`config.mk`:
```
export PLATFORM = sky130hd
export DESIGN_NAME = alu_scheduler
export DESIGN_NICKNAME = d
export VERILOG_FILES = /design/src/rtl/alu_sched_pkg.sv /design/src/rtl/seq_divider.sv /design/src/rtl/alu_scheduler.sv
export SDC_FILE = /design/constraint.sdc
export NUM_CORES = 1
export LEC_CHECK = 0
export ABC_CLOCK_PERIOD_IN_PS = 5100
export BUFFER_PORTS_ARGS = -buffer_cell sky130_fd_sc_hd__clkbuf_2
export CORE_MARGIN = 10
export CORE_UTILIZATION = 51
export DETAILED_ROUTE_END_ITERATION = 6
export PLACE_DENSITY = 0.78
export SYNTH_ARGS = -nofsm -noshare
export SYNTH_HDL_FRONTEND = slang
export SYNTH_SLANG_ARGS = --single-unit
export TNS_END_PERCENT = 100
```
`constraint.sdc`:
```
create_clock -name clk -period 5.1 [get_ports clk]
set_clock_uncertainty 0.1 [all_clocks]
set_input_delay 0.51 -clock clk [delete_from_list [all_inputs] [get_ports clk]]
set_output_delay 0.51 -clock clk [all_outputs]
set_load 0.01 [all_outputs]
```
`src/rtl/alu_sched_pkg.sv`:
```
//------------------------------------------------------------------------------
// Module   : alu_sched_pkg
// Purpose  : Shared constants and types for the ALU scheduler: datapath width,
//            opcode map (ALU ops 6'h00..6'h0E plus the internal divide) and
//            the scheduler FSM state encoding.
// Ports    : none (package)
// Revision : 1.0 - initial release
//------------------------------------------------------------------------------
`default_nettype none

package alu_sched_pkg;

  localparam int DEF_WIDTH = 32;

  // Opcodes executed by the external ALU
  localparam logic [5:0] OPC_AND  = 6'h00;
  localparam logic [5:0] OPC_OR   = 6'h01;
  localparam logic [5:0] OPC_XOR  = 6'h02;
  localparam logic [5:0] OPC_NOT  = 6'h03;
  localparam logic [5:0] OPC_SHL  = 6'h04;
  localparam logic [5:0] OPC_SHR  = 6'h05;
  localparam logic [5:0] OPC_SRA  = 6'h06;
  localparam logic [5:0] OPC_ROL  = 6'h07;
  localparam logic [5:0] OPC_ROR  = 6'h08;
  localparam logic [5:0] OPC_SLT  = 6'h09;
  localparam logic [5:0] OPC_SLTU = 6'h0A;
  localparam logic [5:0] OPC_PASS = 6'h0B;
  localparam logic [5:0] OPC_ADD  = 6'h0C;
  localparam logic [5:0] OPC_SUB  = 6'h0D;
  localparam logic [5:0] OPC_CMP  = 6'h0E;

  // Opcode executed by the scheduler's own sequential divider
  localparam logic [5:0] OPC_DIV  = 6'h0F;

  typedef enum logic [1:0] {
    ST_IDLE    = 2'd0,
    ST_EXEC    = 2'd1,
    ST_DIV_RUN = 2'd2,
    ST_RESP    = 2'd3
  } state_e;

endpackage : alu_sched_pkg

`default_nettype wire

```
`src/rtl/seq_divider.sv`:
```
//------------------------------------------------------------------------------
// Module   : seq_divider
// Purpose  : Restoring divider, one quotient bit per cycle, MSB first, with a
//            WIDTH+1-bit partial remainder. Signed mode divides magnitudes and
//            fixes signs on the way out.
// Ports    : clk, rst_n          clock / async active-low reset
//            start               load a, b, sign and begin (one cycle)
//            a, b, sign          dividend, divisor, signed mode
//            busy                iterating
//            done                result valid this cycle (combinational)
//            quotient, rem       result, valid while done
//            dbz, ovf            divide-by-zero / signed overflow status
// Revision : 1.0 - initial release
//------------------------------------------------------------------------------
`default_nettype none

module seq_divider
  import alu_sched_pkg::*;
#(
  parameter int WIDTH = DEF_WIDTH
) (
  input  logic             clk,
  input  logic             rst_n,
  input  logic             start,
  input  logic [WIDTH-1:0] a,
  input  logic [WIDTH-1:0] b,
  input  logic             sign,
  output logic             busy,
  output logic             done,
  output logic [WIDTH-1:0] quotient,
  output logic [WIDTH-1:0] rem,
  output logic             dbz,
  output logic             ovf
);

  localparam int CNT_W = $clog2(WIDTH);

  logic [WIDTH:0]   rem_q, rem_d;
  logic [WIDTH-1:0] quo_q, quo_d;
  logic [WIDTH-1:0] dvsr_q, dvsr_d;
  logic [WIDTH-1:0] dvnd_q, dvnd_d;
  logic [CNT_W-1:0] cnt_q, cnt_d;
  logic             busy_q, busy_d;
  logic             dbz_q, dbz_d;
  logic             ovf_q, ovf_d;
  logic             negq_q, negq_d;
  logic             negr_q, negr_d;

  logic             w_a_neg, w_b_neg;
  logic [WIDTH-1:0] w_a_mag, w_b_mag;
  logic [WIDTH:0]   w_rem_sh, w_diff, w_rem_nx;
  logic [WIDTH-1:0] w_quo_nx, w_rem_lo;
  logic             w_qbit, w_last;

  assign w_a_neg = sign & a[WIDTH-1];
  assign w_b_neg = sign & b[WIDTH-1];
  assign w_a_mag = w_a_neg ? -a : a;
  assign w_b_mag = w_b_neg ? -b : b;

  // The dividend sits in quo_q and shifts out MSB first while quotient bits
  // shift in at the bottom. A borrow (diff MSB set) means "restore".
  assign w_rem_sh = {rem_q[WIDTH-1:0], quo_q[WIDTH-1]};
  assign w_diff   = w_rem_sh - {1'b0, dvsr_q};
  assign w_qbit   = ~w_diff[WIDTH];
  assign w_rem_nx = w_qbit ? w_diff : w_rem_sh;
  assign w_quo_nx = {quo_q[WIDTH-2:0], w_qbit};
  assign w_rem_lo = w_rem_nx[WIDTH-1:0];
  assign w_last   = busy_q && (cnt_q == CNT_W'(WIDTH - 1));

  always_comb begin
    rem_d  = rem_q;
    quo_d  = quo_q;
    dvsr_d = dvsr_q;
    dvnd_d = dvnd_q;
    cnt_d  = cnt_q;
    busy_d = busy_q;
    dbz_d  = 1'b0;
    ovf_d  = ovf_q;
    negq_d = negq_q;
    negr_d = negr_q;
    if (start) begin
      dvnd_d = a;
      dvsr_d = w_b_mag;
      quo_d  = w_a_mag;
      rem_d  = '0;
      cnt_d  = '0;
      negq_d = w_a_neg ^ w_b_neg;
      negr_d = w_a_neg;
      // Zero divisor skips iteration and reports on the next cycle
      dbz_d  = (b == '0);
      busy_d = (b != '0);
      ovf_d  = sign && (a == {1'b1, {(WIDTH-1){1'b0}}}) && (b == '1);
    end else if (busy_q) begin
      rem_d = w_rem_nx;
      quo_d = w_quo_nx;
      cnt_d = cnt_q + CNT_W'(1);
      if (w_last) begin
        busy_d = 1'b0;
      end
    end
  end

  always_ff @(posedge clk or negedge rst_n) begin
    if (!rst_n) begin
      rem_q  <= '0;
      quo_q  <= '0;
      dvsr_q <= '0;
      dvnd_q <= '0;
      cnt_q  <= '0;
      busy_q <= 1'b0;
      dbz_q  <= 1'b0;
      ovf_q  <= 1'b0;
      negq_q <= 1'b0;
      negr_q <= 1'b0;
    end else begin
      rem_q  <= rem_d;
      quo_q  <= quo_d;
      dvsr_q <= dvsr_d;
      dvnd_q <= dvnd_d;
      cnt_q  <= cnt_d;
      busy_q <= busy_d;
      dbz_q  <= dbz_d;
      ovf_q  <= ovf_d;
      negq_q <= negq_d;
      negr_q <= negr_d;
    end
  end

  // Result is taken from the final step's next-state values so the caller
  // can register it on the same edge that completes the last iteration.
  assign busy     = busy_q;
  assign done     = w_last | dbz_q;
  assign quotient = dbz_q ? '1     : (negq_q ? -w_quo_nx : w_quo_nx);
  assign rem      = dbz_q ? dvnd_q : (negr_q ? -w_rem_lo : w_rem_lo);
  assign dbz      = dbz_q;
  assign ovf      = ovf_q;

endmodule : seq_divider

`default_nettype wire

```
`src/rtl/alu_scheduler.sv`:
```
//------------------------------------------------------------------------------
// Module   : alu_scheduler
// Purpose  : Round-robin arbiter sharing one combinational ALU between two
//            requesters; runs DIV on an internal sequential divider and
//            returns a registered result with a one-cycle response pulse.
// Ports    : clk, rst_n                    clock / async active-low reset
//            reqN_valid/ready/op/a/b/sign  request handshake, N = 0,1
//            respN_valid                   one-cycle response pulse
//            resp_result, resp_rem, resp_z/n/c/v  registered response
//            alu_a, alu_b, alu_op, alu_sign      registered ALU drive
//            alu_result, alu_z/n/c/v             ALU outputs
// Revision : 1.0 - initial release
//------------------------------------------------------------------------------
`default_nettype none

module alu_scheduler
  import alu_sched_pkg::*;
#(
  parameter int         WIDTH  = DEF_WIDTH,
  parameter logic [5:0] OP_DIV = OPC_DIV
) (
  input  logic             clk,
  input  logic             rst_n,
  input  logic             req0_valid,
  output logic             req0_ready,
  input  logic [5:0]       req0_op,
  input  logic [WIDTH-1:0] req0_a,
  input  logic [WIDTH-1:0] req0_b,
  input  logic             req0_sign,
  input  logic             req1_valid,
  output logic             req1_ready,
  input  logic [5:0]       req1_op,
  input  logic [WIDTH-1:0] req1_a,
  input  logic [WIDTH-1:0] req1_b,
  input  logic             req1_sign,
  output logic             resp0_valid,
  output logic             resp1_valid,
  output logic [WIDTH-1:0] resp_result,
  output logic [WIDTH-1:0] resp_rem,
  output logic             resp_z,
  output logic             resp_n,
  output logic             resp_c,
  output logic             resp_v,
  output logic [WIDTH-1:0] alu_a,
  output logic [WIDTH-1:0] alu_b,
  output logic [31:0]      alu_op,
  output logic             alu_sign,
  input  logic [WIDTH-1:0] alu_result,
  input  logic             alu_z,
  input  logic             alu_n,
  input  logic             alu_c,
  input  logic             alu_v
);

  state_e           state_q, state_d;
  logic             last_grant_q, last_grant_d;
  logic             owner_q, owner_d;
  logic [WIDTH-1:0] alu_a_q, alu_a_d;
  logic [WIDTH-1:0] alu_b_q, alu_b_d;
  logic [31:0]      alu_op_q, alu_op_d;
  logic             alu_sign_q, alu_sign_d;
  logic [WIDTH-1:0] result_q, result_d;
  logic [WIDTH-1:0] rem_q, rem_d;
  logic [3:0]       flags_q, flags_d;    // {z, n, c, v}
  logic [1:0]       resp_valid_q, resp_valid_d;

  logic             w_idle, w_gnt0, w_gnt1, w_accept, w_is_div;
  logic [5:0]       w_sel_op;
  logic [WIDTH-1:0] w_sel_a, w_sel_b;
  logic             w_sel_sign;
  logic             w_div_busy, w_div_done, w_div_dbz, w_div_ovf;
  logic [WIDTH-1:0] w_div_quo, w_div_rem;

  // Arbitration: a lone requester wins; on contention the one not granted
  // last time wins. Ready is held low while reset is asserted.
  assign w_idle     = (state_q == ST_IDLE);
  assign w_gnt0     = req0_valid & (~req1_valid | last_grant_q);
  assign w_gnt1     = req1_valid & (~req0_valid | ~last_grant_q);
  assign req0_ready = rst_n & w_idle & w_gnt0;
  assign req1_ready = rst_n & w_idle & w_gnt1;
  assign w_accept   = req0_ready | req1_ready;

  assign w_sel_op   = w_gnt0 ? req0_op   : req1_op;
  assign w_sel_a    = w_gnt0 ? req0_a    : req1_a;
  assign w_sel_b    = w_gnt0 ? req0_b    : req1_b;
  assign w_sel_sign = w_gnt0 ? req0_sign : req1_sign;
  assign w_is_div   = (w_sel_op == OP_DIV);

  seq_divider #(
    .WIDTH (WIDTH)
  ) u_div (
    .clk      (clk),
    .rst_n    (rst_n),
    .start    (w_accept & w_is_div),
    .a        (w_sel_a),
    .b        (w_sel_b),
    .sign     (w_sel_sign),
    .busy     (w_div_busy),
    .done     (w_div_done),
    .quotient (w_div_quo),
    .rem      (w_div_rem),
    .dbz      (w_div_dbz),
    .ovf      (w_div_ovf)
  );

  always_comb begin
    state_d      = state_q;
    last_grant_d = last_grant_q;
    owner_d      = owner_q;
    alu_a_d      = alu_a_q;
    alu_b_d      = alu_b_q;
    alu_op_d     = alu_op_q;
    alu_sign_d   = alu_sign_q;
    result_d     = result_q;
    rem_d        = rem_q;
    flags_d      = flags_q;
    resp_valid_d = 2'b00;
    case (state_q)
      ST_IDLE: begin
        if (w_accept) begin
          last_grant_d = req1_ready;
          owner_d      = req1_ready;
          if (w_is_div) begin
            // Divide-by-zero also passes through here for one cycle while
            // the divider presents its fixed result.
            state_d = ST_DIV_RUN;
          end else begin
            state_d    = ST_EXEC;
            alu_a_d    = w_sel_a;
            alu_b_d    = w_sel_b;
            alu_op_d   = {26'd0, w_sel_op};
            alu_sign_d = w_sel_sign;
          end
        end
      end
      ST_EXEC: begin
        result_d = alu_result;
        rem_d    = '0;
        flags_d  = {alu_z, alu_n, alu_c, alu_v};
        resp_valid_d[owner_q] = 1'b1;
        state_d  = ST_RESP;
      end
      ST_DIV_RUN: begin
        if (w_div_done) begin
          result_d = w_div_quo;
          rem_d    = w_div_rem;
          flags_d  = {(w_div_quo == '0), w_div_quo[WIDTH-1], 1'b0,
                      w_div_dbz | w_div_ovf};
          resp_valid_d[owner_q] = 1'b1;
          state_d  = ST_RESP;
        end else if (!w_div_busy) begin
          // Divider idle without a result: nothing to wait for
          state_d = ST_IDLE;
        end
      end
      ST_RESP: begin
        state_d = ST_IDLE;
      end
      default: begin
        state_d = ST_IDLE;
      end
    endcase
  end

  always_ff @(posedge clk or negedge rst_n) begin
    if (!rst_n) begin
      state_q      <= ST_IDLE;
      last_grant_q <= 1'b1;
      owner_q      <= 1'b0;
      alu_a_q      <= '0;
      alu_b_q      <= '0;
      alu_op_q     <= '0;
      alu_sign_q   <= 1'b0;
      result_q     <= '0;
      rem_q        <= '0;
      flags_q      <= '0;
      resp_valid_q <= 2'b00;
    end else begin
      state_q      <= state_d;
      last_grant_q <= last_grant_d;
      owner_q      <= owner_d;
      alu_a_q      <= alu_a_d;
      alu_b_q      <= alu_b_d;
      alu_op_q     <= alu_op_d;
      alu_sign_q   <= alu_sign_d;
      result_q     <= result_d;
      rem_q        <= rem_d;
      flags_q      <= flags_d;
      resp_valid_q <= resp_valid_d;
    end
  end

  assign resp0_valid = resp_valid_q[0];
  assign resp1_valid = resp_valid_q[1];
  assign resp_result = result_q;
  assign resp_rem    = rem_q;
  assign resp_z      = flags_q[3];
  assign resp_n      = flags_q[2];
  assign resp_c      = flags_q[1];
  assign resp_v      = flags_q[0];
  assign alu_a       = alu_a_q;
  assign alu_b       = alu_b_q;
  assign alu_op      = alu_op_q;
  assign alu_sign    = alu_sign_q;

endmodule : alu_scheduler

`default_nettype wire

```
==> run metrics <==
die area=0.0431 mm^2; layout cells sized above 1=21.9%; fin crit period=4.91 ns; all-layer global routing usage=29.7%; global route overflow=0; IO Count=351; CP Capture Type=flop; HPWL Detailed=52.0 mm; Startpoint Class=flop; RSZ-0062 raised after global routing=yes; CP max FO=9; WP data required=5.48 ns; CORE AREA=0.0346 mm^2; crit path kind=reg -> reg; Yosys Warn Count=0; chip width=208 um; register area=0.00709 mm^2; top post-synthesis cells by area=dfrtp_1, mux2i_1, o21ai_0, nand2_1, xnor2_1; Final Core Density=62.5%; Slew @ Worst Pin=1.13 ns; synth cell count leaders=nand2_1, dfrtp_1, o21ai_0; I/O Buffers=324; total power=13.0 mW; Clock Latency Late Sink=0.53 ns; routability cong.=0.945; outcome=complete, no violations; largest net degree at the start of global routing=124; vias in the first global route=17.1k; CTS buffer count=34; Final Max Tran Viols=0; Pleak=9.91 nW; Initial Util=51.8%; Root Buffer=clkbuf_16; cell count after synthesis=2080; CTS tree=yes; critical path arrival=5.28 ns; P per Cell Area=600 mW/mm^2; FF-to-FF path depth=26; top cell type's share of synthesized area=39.3%; initial drt markers=1681; leading area contributor after synthesis=dfrtp_1; Post-synth EDFFs=0; Antenna Nets Post-Route=0; Synth Flop Type=dfrtp_1; VDD IR max=480 uV; worst r2r dst=flags_q[3]$_DFFE_PN0P_; Setup violations, final=0; Num Clock Sinks=283; Setup TNS=0 ns; Area Overhead vs Synth=20.5%; Avg Inst Size Synth=8.63 um^2; Slew HR=25.0%; Filler cells=3006; first-pass GRT wire length=102 mm; most common cell in the netlist=nand2_1; # rows=68; Nets=2633; area of the multi-input gates=0.0102 mm^2; part of the cycle the worst path needs=96.2%; post-synthesis sequential area ratio=39.5%; clk buf depth=3; drt pass-1 iters=6; DR WL/cell=23.1 um; H-tree depth=2; die height=208 um; Synth Cell Area=0.0179 mm^2; Total Routed Length=66.8 mm; fmax=0.204 GHz; clock slew at reported path FFs=0.06 ns; Fin. Hold Viols=0; max-cap violation count=0; DR vias=17.4k; Post-synth ARST share=100%; antenna violations before repair=6; post-route cell area=0.0216 mm^2; Worst Setup EP=flags_q[3]$_DFFE_PN0P_; worst min path class=in -> reg; dpl cell area=0.0203 mm^2; residual DRC count=0; R2R Path Start=u_div.quo_q[31]$_DFFE_PN0P_; reg2reg setup slack=0.19 ns; Synth Register Bits=283; crit path launch=u_div.quo_q[31]$_DFFE_PN0P_; vias per cell=6.01; post-synth cell types=88; hold_ws=0.158 ns
## sequential cells by signal (all words and copies together), names as in the netlist
register,flops
alu_op,6
resp_rem,32
u_div.dvsr_q,32
u_div.rem_q,32
alu_sign,1
state_q,2
u_div.ovf,1
u_div.dvnd_q,32
u_div.busy,1
u_div.negr_q,1
resp_result,32
u_div.negq_q,1
u_div.cnt_q,5
alu_a,32
flags_q,4
resp_valid_q,2
u_div.quo_q,32
owner_q,1
u_div.dbz,1
alu_b,32
last_grant_q,1
## worst min path at each step
stage / from / to / slack, ns / cells past startpoint
global placement: resp_result[12]$_DFFE_PN0P_ / resp_result[12]$_DFFE_PN0P_ / 0.35 / 2
CTS: alu_c / flags_q[1]$_DFFE_PN0P_ / 0.15 / 2
floorplan: rst_n / alu_a[0]$_DFFE_PN0P_ / 0.11 / 0
finish: alu_c / flags_q[1]$_DFFE_PN0P_ / 0.16 / 2
global route: alu_n / flags_q[2]$_DFFE_PN0P_ / 0.16 / 3
detailed placement: owner_q$_DFFE_PN0P_ / resp_valid_q[0]$_DFF_PN0_ / 0.36 / 1
## cells in the final DEF, fill, tap and decap left out, types with 18 or more instances in the layout
cell type,n
nand4_1,18
and3_1,24
clkbuf_16,34
ha_1,41
xnor2_1,80
xor2_1,46
a211oi_1,32
a22oi_1,24
o21ai_0,241
dfrtp_1,281
a31oi_1,18
buf_4,91
mux2i_1,148
o31ai_1,18
nor3_1,46
nor2_1,148
nor2b_1,19
a21oi_1,70
conb_1,26
nand2_1,288
a21o_1,20
nand3_1,25
or3_1,24
o21ai_1,49
inv_1,56
clkbuf_2,323
nor4_1,20
## area by class of cell
type,count,area share [%]
Clock inverter,16,1.08
Multi-Input combinational cell,1613,47.0
Inverter,58,1.01
Tap cell,455,2.63
Antenna cell,3,0.0347
Clock buffer,45,4.54
Sequential cell,283,32.8
Timing Repair Buffer,418,10.9
## power by group
group,switching [mW],internal (mW)
clock,1.03,1.62
sequential,0.658,2.97
combinational,4.17,2.53
## routing by layer
metal	part of all wire (%)	wire length [um]	track usage, %	up-vias
met1	42	28300	39.8	8405
met4	2.8	1860	9.21	7
met3	11	7250	9.69	105
li1	-	-	-	8028
met2	44	29300	44.4	837
met5	0.16	104	0.917	-
## logic make-up after synthesis
logic type / Yosys count / share of synthesized area, %
AOI/OAI and AO/OA: 573 / 19.5
xor gates and xnor gates: 126 / 6.15
adders and majority gates: 43 / 3.04
buffers and inverters: 209 / 5.17
DFF: 283 / 39.5
muxes: 152 / 8.50
other: 1 / 0.0209
and+or+nand+nor: 693 / 18.2
## stage by stage
stage / setup WS [ns] / cells
floorplan: -0.0849 / 2105
global placement: 0.104 / 2824
detailed placement: 0.128 / 2824
CTS: 0.109 / 2886
global route: -0.170 / 2891
finish: 0.193 / 2891
## critical path, cell delays in order (launching register included)
cell and delay (ns):
dfrtp_1 0.37, inv_1 0.06, ha_1 0.15, inv_1 0.05, fa_2 0.35, a211oi_2 0.22, o211ai_1 0.19, nand2_2 0.17
o31ai_4 0.08, o211a_1 0.27, nor3_4 0.17, nor2_4 0.06, inv_2 0.08, ha_1 0.16, nor3b_4 0.19, nand4b_1 0.14
buf_6 0.18, o41ai_2 0.22, xnor2_1 0.11, nor2_1 0.17, nand4_1 0.13, nor4_2 0.26, o211ai_1 0.12, or4b_1 0.50
nor4_2 0.14, nand4_1 0.11, nand2_1 0.08
## what timing repair did
item / CTS / global route
resized for setup: 0 / 16
hold buffers: 1 / 0
endpoints found under the hold margin: 69 / 0
setup buffers: 0 / 2
setup endpoints to repair: 0 / 1
Power figures use the tool's default switching activity.
